<file path="src/rtl/systolic_pkg.sv">
// Shared definitions for the systolic matrix multiplier: default array
// dimension and float word width, the float zero encoding, and the state
// encoding of the operand skew feeder.
package systolic_pkg;

    localparam int unsigned N_DEF = 4;
    localparam int unsigned W_DEF = 8;

    localparam logic [W_DEF-1:0] FP_ZERO = 8'h00;

    typedef enum logic [1:0] {
        ST_IDLE   = 2'd0,
        ST_STREAM = 2'd1,
        ST_DRAIN  = 2'd2,
        ST_DONE   = 2'd3
    } feeder_state_e;

    // Index width of an N-entry dimension, never below one bit.
    function automatic int unsigned idx_width(input int unsigned n);
        return (n > 1) ? $clog2(n) : 1;
    endfunction

endpackage

</file>
<file path="src/rtl/systolic_skew_feeder_buf.sv">
// matrix_row_buf: NxN operand register file.
//   clk        in   clock
//   rst_n      in   synchronous active-low reset, clears every element to FP_ZERO
//   wr_en      in   write one full row
//   wr_row     in   row index to write
//   wr_data    in   row data, element c at [c*W +: W]
//   rd_row     in   per-lane row index (N lanes)
//   rd_col     in   per-lane column index (N lanes)
//   rd_data    out  per-lane element [rd_row][rd_col], combinational
module matrix_row_buf
    import systolic_pkg::*;
#(
    parameter int unsigned N  = N_DEF,
    parameter int unsigned W  = W_DEF,
    parameter int unsigned RW = idx_width(N)
) (
    input  logic                   clk,
    input  logic                   rst_n,
    input  logic                   wr_en,
    input  logic [RW-1:0]          wr_row,
    input  logic [N*W-1:0]         wr_data,
    input  logic [N-1:0][RW-1:0]   rd_row,
    input  logic [N-1:0][RW-1:0]   rd_col,
    output logic [N-1:0][W-1:0]    rd_data
);

    // mem_q[row][col]; a packed row lines up with the flat write data.
    logic [N-1:0][N-1:0][W-1:0] mem_q;

    always_ff @(posedge clk) begin
        if (!rst_n) begin
            mem_q <= '0;
        end else if (wr_en) begin
            mem_q[wr_row] <= wr_data;
        end
    end

    always_comb begin
        rd_data = '0;
        for (int unsigned l = 0; l < N; l++) begin
            rd_data[l] = mem_q[rd_row[l]][rd_col[l]];
        end
    end

endmodule

</file>
<file path="src/rtl/systolic_skew_feeder.sv">
// systolic_skew_feeder: buffers one NxN matrix A and one NxN matrix B, then
// streams them diagonally skewed into the PE array edges so that A[i][k] and
// B[k][j] meet in PE(i,j) on the same cycle, and pulses done after a drain.
//   clk, rst_n   clock, synchronous active-low reset
//   load_valid   load beat present; accepted when load_ready is high (IDLE)
//   load_ready   high only in IDLE
//   load_sel     0: row of A, 1: row of B
//   load_row     row index
//   load_data    row data, element k at [k*W +: W]
//   start        begin streaming (honoured in IDLE only)
//   busy         high while streaming and draining
//   done         one-cycle pulse at the end of the drain
//   a_out/a_vld  row-edge operands and per-lane real-data flags
//   b_out/b_vld  column-edge operands and per-lane real-data flags
module systolic_skew_feeder
    import systolic_pkg::*;
#(
    parameter int unsigned N     = N_DEF,
    parameter int unsigned W     = W_DEF,
    parameter int unsigned DRAIN = 8
) (
    input  logic                     clk,
    input  logic                     rst_n,
    input  logic                     load_valid,
    output logic                     load_ready,
    input  logic                     load_sel,
    input  logic [idx_width(N)-1:0]  load_row,
    input  logic [N*W-1:0]           load_data,
    input  logic                     start,
    output logic                     busy,
    output logic                     done,
    output logic [N*W-1:0]           a_out,
    output logic [N*W-1:0]           b_out,
    output logic [N-1:0]             a_vld,
    output logic [N-1:0]             b_vld
);

    localparam int unsigned RW = idx_width(N);
    localparam int unsigned TW = $clog2(2*N-1);
    localparam int unsigned DW = (DRAIN > 0) ? $clog2(DRAIN+1) : 1;
    localparam logic [TW-1:0] T_LAST = TW'(2*N-2);
    localparam logic [DW-1:0] D_LAST = DW'((DRAIN > 0) ? DRAIN-1 : 0);

    feeder_state_e state_q, state_d;
    logic [TW-1:0] t_q, t_d;
    logic [DW-1:0] d_q, d_d;

    logic [N-1:0][W-1:0] a_out_q, a_out_d, b_out_q, b_out_d;
    logic [N-1:0]        a_vld_q, a_vld_d, b_vld_q, b_vld_d;
    logic                busy_q, busy_d, done_q, done_d;

    logic [N-1:0][RW-1:0] a_row, a_col, b_row, b_col;
    logic [N-1:0][W-1:0]  a_rd, b_rd;
    logic [N-1:0]         a_ok, b_ok;
    logic                 wr_a, wr_b;

    assign load_ready = (state_q == ST_IDLE);
    assign wr_a       = load_valid && load_ready && !load_sel;
    assign wr_b       = load_valid && load_ready &&  load_sel;

    matrix_row_buf #(.N(N), .W(W), .RW(RW)) u_buf_a (
        .clk     (clk),
        .rst_n   (rst_n),
        .wr_en   (wr_a),
        .wr_row  (load_row),
        .wr_data (load_data),
        .rd_row  (a_row),
        .rd_col  (a_col),
        .rd_data (a_rd)
    );

    matrix_row_buf #(.N(N), .W(W), .RW(RW)) u_buf_b (
        .clk     (clk),
        .rst_n   (rst_n),
        .wr_en   (wr_b),
        .wr_row  (load_row),
        .wr_data (load_data),
        .rd_row  (b_row),
        .rd_col  (b_col),
        .rd_data (b_rd)
    );

    // Skew: lane l carries the element whose inner index is t-l, valid only
    // while 0 <= t-l < N. A lane l reads A[l][t-l]; B lane l reads B[t-l][l].
    always_comb begin
        a_row = '0;
        a_col = '0;
        b_row = '0;
        b_col = '0;
        a_ok  = '0;
        b_ok  = '0;
        for (int unsigned l = 0; l < N; l++) begin
            if ((t_q >= TW'(l)) && ((t_q - TW'(l)) < TW'(N))) begin
                a_ok[l]  = 1'b1;
                b_ok[l]  = 1'b1;
                a_row[l] = RW'(l);
                a_col[l] = RW'(t_q - TW'(l));
                b_row[l] = RW'(t_q - TW'(l));
                b_col[l] = RW'(l);
            end
        end
    end

    always_comb begin
        state_d = state_q;
        t_d     = t_q;
        d_d     = d_q;
        unique case (state_q)
            ST_IDLE: begin
                if (start) begin
                    state_d = ST_STREAM;
                    t_d     = '0;
                end
            end
            ST_STREAM: begin
                if (t_q == T_LAST) begin
                    t_d     = '0;
                    d_d     = '0;
                    state_d = (DRAIN == 0) ? ST_DONE : ST_DRAIN;
                end else begin
                    t_d = t_q + 1'b1;
                end
            end
            ST_DRAIN: begin
                if (d_q == D_LAST) begin
                    d_d     = '0;
                    state_d = ST_DONE;
                end else begin
                    d_d = d_q + 1'b1;
                end
            end
            ST_DONE: begin
                state_d = ST_IDLE;
            end
            default: begin
                state_d = ST_IDLE;
            end
        endcase
    end

    // Output registers follow the state one edge later, so a beat computed
    // while in STREAM with counter t becomes visible after the next edge.
    always_comb begin
        a_out_d = '0;
        b_out_d = '0;
        a_vld_d = '0;
        b_vld_d = '0;
        busy_d  = (state_q == ST_STREAM) || (state_q == ST_DRAIN);
        done_d  = (state_q == ST_DONE);
        if (state_q == ST_STREAM) begin
            for (int unsigned l = 0; l < N; l++) begin
                a_vld_d[l] = a_ok[l];
                b_vld_d[l] = b_ok[l];
                a_out_d[l] = a_ok[l] ? a_rd[l] : W'(FP_ZERO);
                b_out_d[l] = b_ok[l] ? b_rd[l] : W'(FP_ZERO);
            end
        end
    end

    always_ff @(posedge clk) begin
        if (!rst_n) begin
            state_q <= ST_IDLE;
            t_q     <= '0;
            d_q     <= '0;
            a_out_q <= '0;
            b_out_q <= '0;
            a_vld_q <= '0;
            b_vld_q <= '0;
            busy_q  <= 1'b0;
            done_q  <= 1'b0;
        end else begin
            state_q <= state_d;
            t_q     <= t_d;
            d_q     <= d_d;
            a_out_q <= a_out_d;
            b_out_q <= b_out_d;
            a_vld_q <= a_vld_d;
            b_vld_q <= b_vld_d;
            busy_q  <= busy_d;
            done_q  <= done_d;
        end
    end

    assign a_out = a_out_q;
    assign b_out = b_out_q;
    assign a_vld = a_vld_q;
    assign b_vld = b_vld_q;
    assign busy  = busy_q;
    assign done  = done_q;

endmodule

</file>
<file path="config.mk">
export PLATFORM = sky130hd
export DESIGN_NAME = systolic_skew_feeder
export DESIGN_NICKNAME = d
export VERILOG_FILES = /design/src/rtl/systolic_pkg.sv /design/src/rtl/systolic_skew_feeder_buf.sv /design/src/rtl/systolic_skew_feeder.sv
export SDC_FILE = /design/constraint.sdc
export NUM_CORES = 1
export LEC_CHECK = 0
export CAP_MARGIN = 25
export CORE_MARGIN = 3
export CORE_UTILIZATION = 43
export DETAILED_ROUTE_END_ITERATION = 8
export PLACE_DENSITY = 0.64
export SYNTH_ARGS = -nofsm -noshare
export SYNTH_HDL_FRONTEND = slang
export SYNTH_SLANG_ARGS = --single-unit
</file>
<file path="constraint.sdc">
create_clock -name clk -period 2.8 [get_ports clk]
set_input_delay 0.42 -clock clk [delete_from_list [all_inputs] [get_ports clk]]
set_output_delay 0.42 -clock clk [all_outputs]
set_load 0.02 [all_outputs]
</file>
==> results.md <==
Place:
- The count of input and output buffers is 113.
- The placed cell area is roughly 15000 µm².
- The wire-length estimate of the detail-placed layout is 24800 µm.
- The final weighted congestion in routability-driven placement is 0.809.
- The cell total after placement is between 1500 and 2000.

Finish:
- The antenna diode count is 0.
- Summing all multi-input logic gate instances after layout gives ~6000 µm².
- The layout cell share with drive strength beyond 1 is 0.0875.
- The cell area after layout is 15800 µm².
- Across the whole layout, storage elements account for approximately 6700 µm².
- The final core area utilization is 0.516.
- The count of cells in the finished layout, fillers not included, comes to slightly above 2000.
- The count of filler cells inserted in the layout is 2827.
- In the final design database the tool counted 1663 nets.
- The area growth from synthesis to layout is 17.8%.

Clock tree:
- The level count of the clock H-tree is 2.
- The CTS clock-pin slew for the worst setup and hold paths is 0.06 ns.
- The TritonCTS clock tree is done.
- The clock sink total is 335.
- The clock latency on the worst-skew pair is between 0.5 and 0.6 ns.
- The maximum number of buffers from clock root to sink is 3.
- The TritonCTS buffer count is 36.
- The number of buffers added to fix hold violations after cts is 0.
- The tree is rooted in a sky130_fd_sc_hd__clkbuf_16.
- Post-CTS repair changed the size of 0 cells.
- The post-CTS repair timing setup buffer count is 0.

Job:
- The tool flagged a number of max-cap violations equal to 0.

Global route:
- The number of antenna violations at the first check in global routing is 0.
- The total routing usage reported by global routing is 0.235.
- Global routing finished with a remaining overflow of 0.
- The number of global-route vias before repair is between 10000 and 15000.
- Entering global routing, the biggest net connects 72 pins.
- The global-route wire length before repair is between 60000 and 70000 µm.

Setup path:
- The maximum fanout along the worst path is 17.
- The data required time of the critical path is 3.19 ns.
- STA classifies the critical path startpoint as a register.
- The start-to-end type of the worst setup path is register to register.
- The data arrival time of the worst path is 2.81 ns.
- The worst setup path is captured at a register.

Routing:
- The routed layout has between 10000 and 15000 vias.
- In the routed layout, each cell is associated on average with a via count of ~5.4.
- The pre-antenna-repair detailed-routing pass consisted of 5 iterations.
- For this block, the initial DRC count from the detailed router was between 900 and 1000.
- After detailed routing, the average wire length per cell comes to 19.5 µm.
- For this run, design rule violations remaining after detail routing come to 0.
- The remaining antenna violation count after routing is 0.
- Wires add up to 39600 µm.

Timing:
- The worst clock skew is about 0.0091 ns.
- Setup violations remaining at the end of the flow were counted as 0.
- Based on the critical path, the design can be clocked at up to 414 MHz.
- The worst-margin pin slew is 0.864 ns.
- The worst hold margin is 0.279 ns.
- In the finished design, the share of the clock period the worst path needs comes to 0.862.
- The number of slew-limit violations in the final report came to 0.
- The headroom to the max-slew limit is 0.424.
- The final hold violation count is 0.
- Setup repair after global routing left no endpoint under its margin.
- The sum of negative setup slack is 0 ns.
- Counting I/O delays and the setup requirement, the final critical path takes 2.41 ns.

Yosys:
- The complex-gate fraction of the synthesized area is 0.157.
- After synthesis, the cell types taking the most area are sky130_fd_sc_hd__dfxtp_1 (50%), sky130_fd_sc_hd__nand2_1 (15%), sky130_fd_sc_hd__a21oi_1 (8.5%).
- For this run, the number of Yosys warnings is 0.
- The share of the Yosys chip area taken by registers is 0.500.
- Measured against the total synthesized area, the mux share comes to 0.0716.
- The number of nets produced by synthesis is between 1500 and 2000.
- Of the total synthesized cell area, the portion taken by AND, OR, NAND and NOR gates is 0.203.
- Dividing the synthesized area by the synthesized cell count gives around 8.5 µm².
- The predominant post-synthesis flop cell is sky130_fd_sc_hd__dfxtp_1.
- The combinational family with the most area after synthesis is simple AND/OR/NAND/NOR gates.
- Of the post-synthesis cell area, the dominant cell type holds 0.500.
- Synthesis produced 1571 cells.
- The share of synthesized registers carrying an async set or reset is 0.
- The synthesized design contains 335 register bits.
- The synthesized-area fraction occupied by xor and xnor cells is 0.000653.
- The largest total area in the synthesized netlist belongs to sky130_fd_sc_hd__dfxtp_1.
- The synthesized-area fraction occupied by adder cells is 0.0112.
- The synthesized netlist contains between 50 and 60 unique library cells.
- The combined area of all synthesized cells is around 13000 µm².
- Counting flops with a built-in enable in the synthesized netlist gives 0.

Floorplan:
- In this run the core area contains 64 standard-cell rows.
- The core region area is 30700 µm².
- During I/O placement, the number of pins put on the boundary was about 110.
- The die covers 33400 µm².
- The horizontal die dimension is 183 µm.
- The initial utilization of the core area, before any placement, comes to 0.438.
- The floorplan step set the die height to 183 µm.

Pwr:
- The power density normalized to cell area is 704 nW/µm².
- Summed over all cells, the static leakage comes to around 0.0053 µW.
- The maximum vdd drop is 0.479 mV.

Status:
- The run finished with clean final reports.

Min path:
- The min-delay analysis places its worst path in the category primary input to register.
-- sequential cells by signal, indices dropped and copies added (netlist names) --
| signal | cells |
|---|---|
| d_q | 4 |
| t_q | 3 |
| b_out | 32 |
| u_buf_a.mem_q | 128 |
| a_out | 32 |
| done | 1 |
| u_buf_b.mem_q | 128 |
| b_vld | 4 |
| busy | 1 |
| state_q | 2 |
-- cells in the final DEF, fill, tap and decap left out, drive strengths merged, types with 2 or more instances in the layout --
cell type,n
a211oi,8
a21boi,53
a21oi,227
a221oi,6
a311oi,8
and2,28
and3,8
buf,39
clkbuf,53
clkdlybuf4s50,112
clkinv,8
dfxtp,335
ha,12
inv,11
mux2,3
mux2i,18
mux4,32
nand2,537
nand2b,3
nand3,22
nand3b,2
nor2,18
nor2b,19
nor3,4
o211ai,16
o21ai,11
o221ai,16
o22ai,2
or2,7
or3,5
-- per-stage QoR --
stage | worst slack, ns | total power (µW)
after global routing | 0.220 | 11600
final | 0.387 | 11100
after CTS | 0.403 | 11200
after detailed placement | 0.412 | 6650
after floorplan | 0.479 | 6140
after global placement | 0.424 | 6620
-- cells in the mapped netlist (all sizes together) (4+ instances only) --
cell type / n
a211oi: 8
a21boi: 53
a21oi: 227
a221oi: 6
a311oi: 8
and2: 28
and3: 8
buf: 91
clkbuf: 57
dfxtp: 335
ha: 12
inv: 10
mux2i: 18
mux4: 32
nand2: 537
nand3: 22
nor2: 18
nor2b: 19
nor3: 4
o211ai: 16
o21ai: 11
o221ai: 16
or2: 7
or3: 5
-- cells by family after synthesis --
group / after synthesis
adders and majority gates: 12
DFF: 335
xor gates and xnor gates: 1
muxes: 53
AOI/OAI and AO/OA: 353
buffers and inverters: 161
and+or+nand+nor: 656
-- critical path, stage by stage, from the launching register on --
cell and delay, ns:
sky130_fd_sc_hd__dfxtp_1 0.56, sky130_fd_sc_hd__inv_1 0.18, sky130_fd_sc_hd__ha_1 0.45, sky130_fd_sc_hd__and2_4 0.37, sky130_fd_sc_hd__mux4_2 0.54, sky130_fd_sc_hd__and2_1 0.17
-- report_power, final --
part | total [µW] | switching (µW) | internal, µW | leakage (µW)
Combinational | 1530 | 996 | 538 | 0.00206
Clock | 4580 | 1880 | 2700 | 0.000565
Sequential | 5030 | 92.9 | 4930 | 0.00271
-- area by class of cell --
class                           instances  area share
Multi-Input combinational cell       1075       0.378
Timing Repair Buffer                  151      0.0916
Inverter                               13     0.00340
Sequential cell                       335       0.424
Clock inverter                          7     0.00261
Tap cell                              396      0.0313
Clock buffer                           53      0.0693
-- metal layers --
layer | GRT usage | up-vias | wire, µm
met5 | 0 | - | 0
met4 | 0.0765 | 0 | 1030
met3 | 0.0345 | 63 | 2740
met2 | 0.380 | 384 | 18700
met1 | 0.324 | 5295 | 17200
li1 | - | 5316 | -
-- final timing paths --
path	slack, ns	from	cells after the start	end
worst max-delay path	0.39	t_q[2]	5	b_out[21]
worst min register to register	0.45	u_buf_b.mem_q[80]	2	u_buf_b.mem_q[80]
worst min-delay path	0.28	rst_n	2	u_buf_a.mem_q[73]
worst max register to register	0.39	t_q[2]	5	b_out[21]
Note: power is estimated with default switching activity, not from simulation.
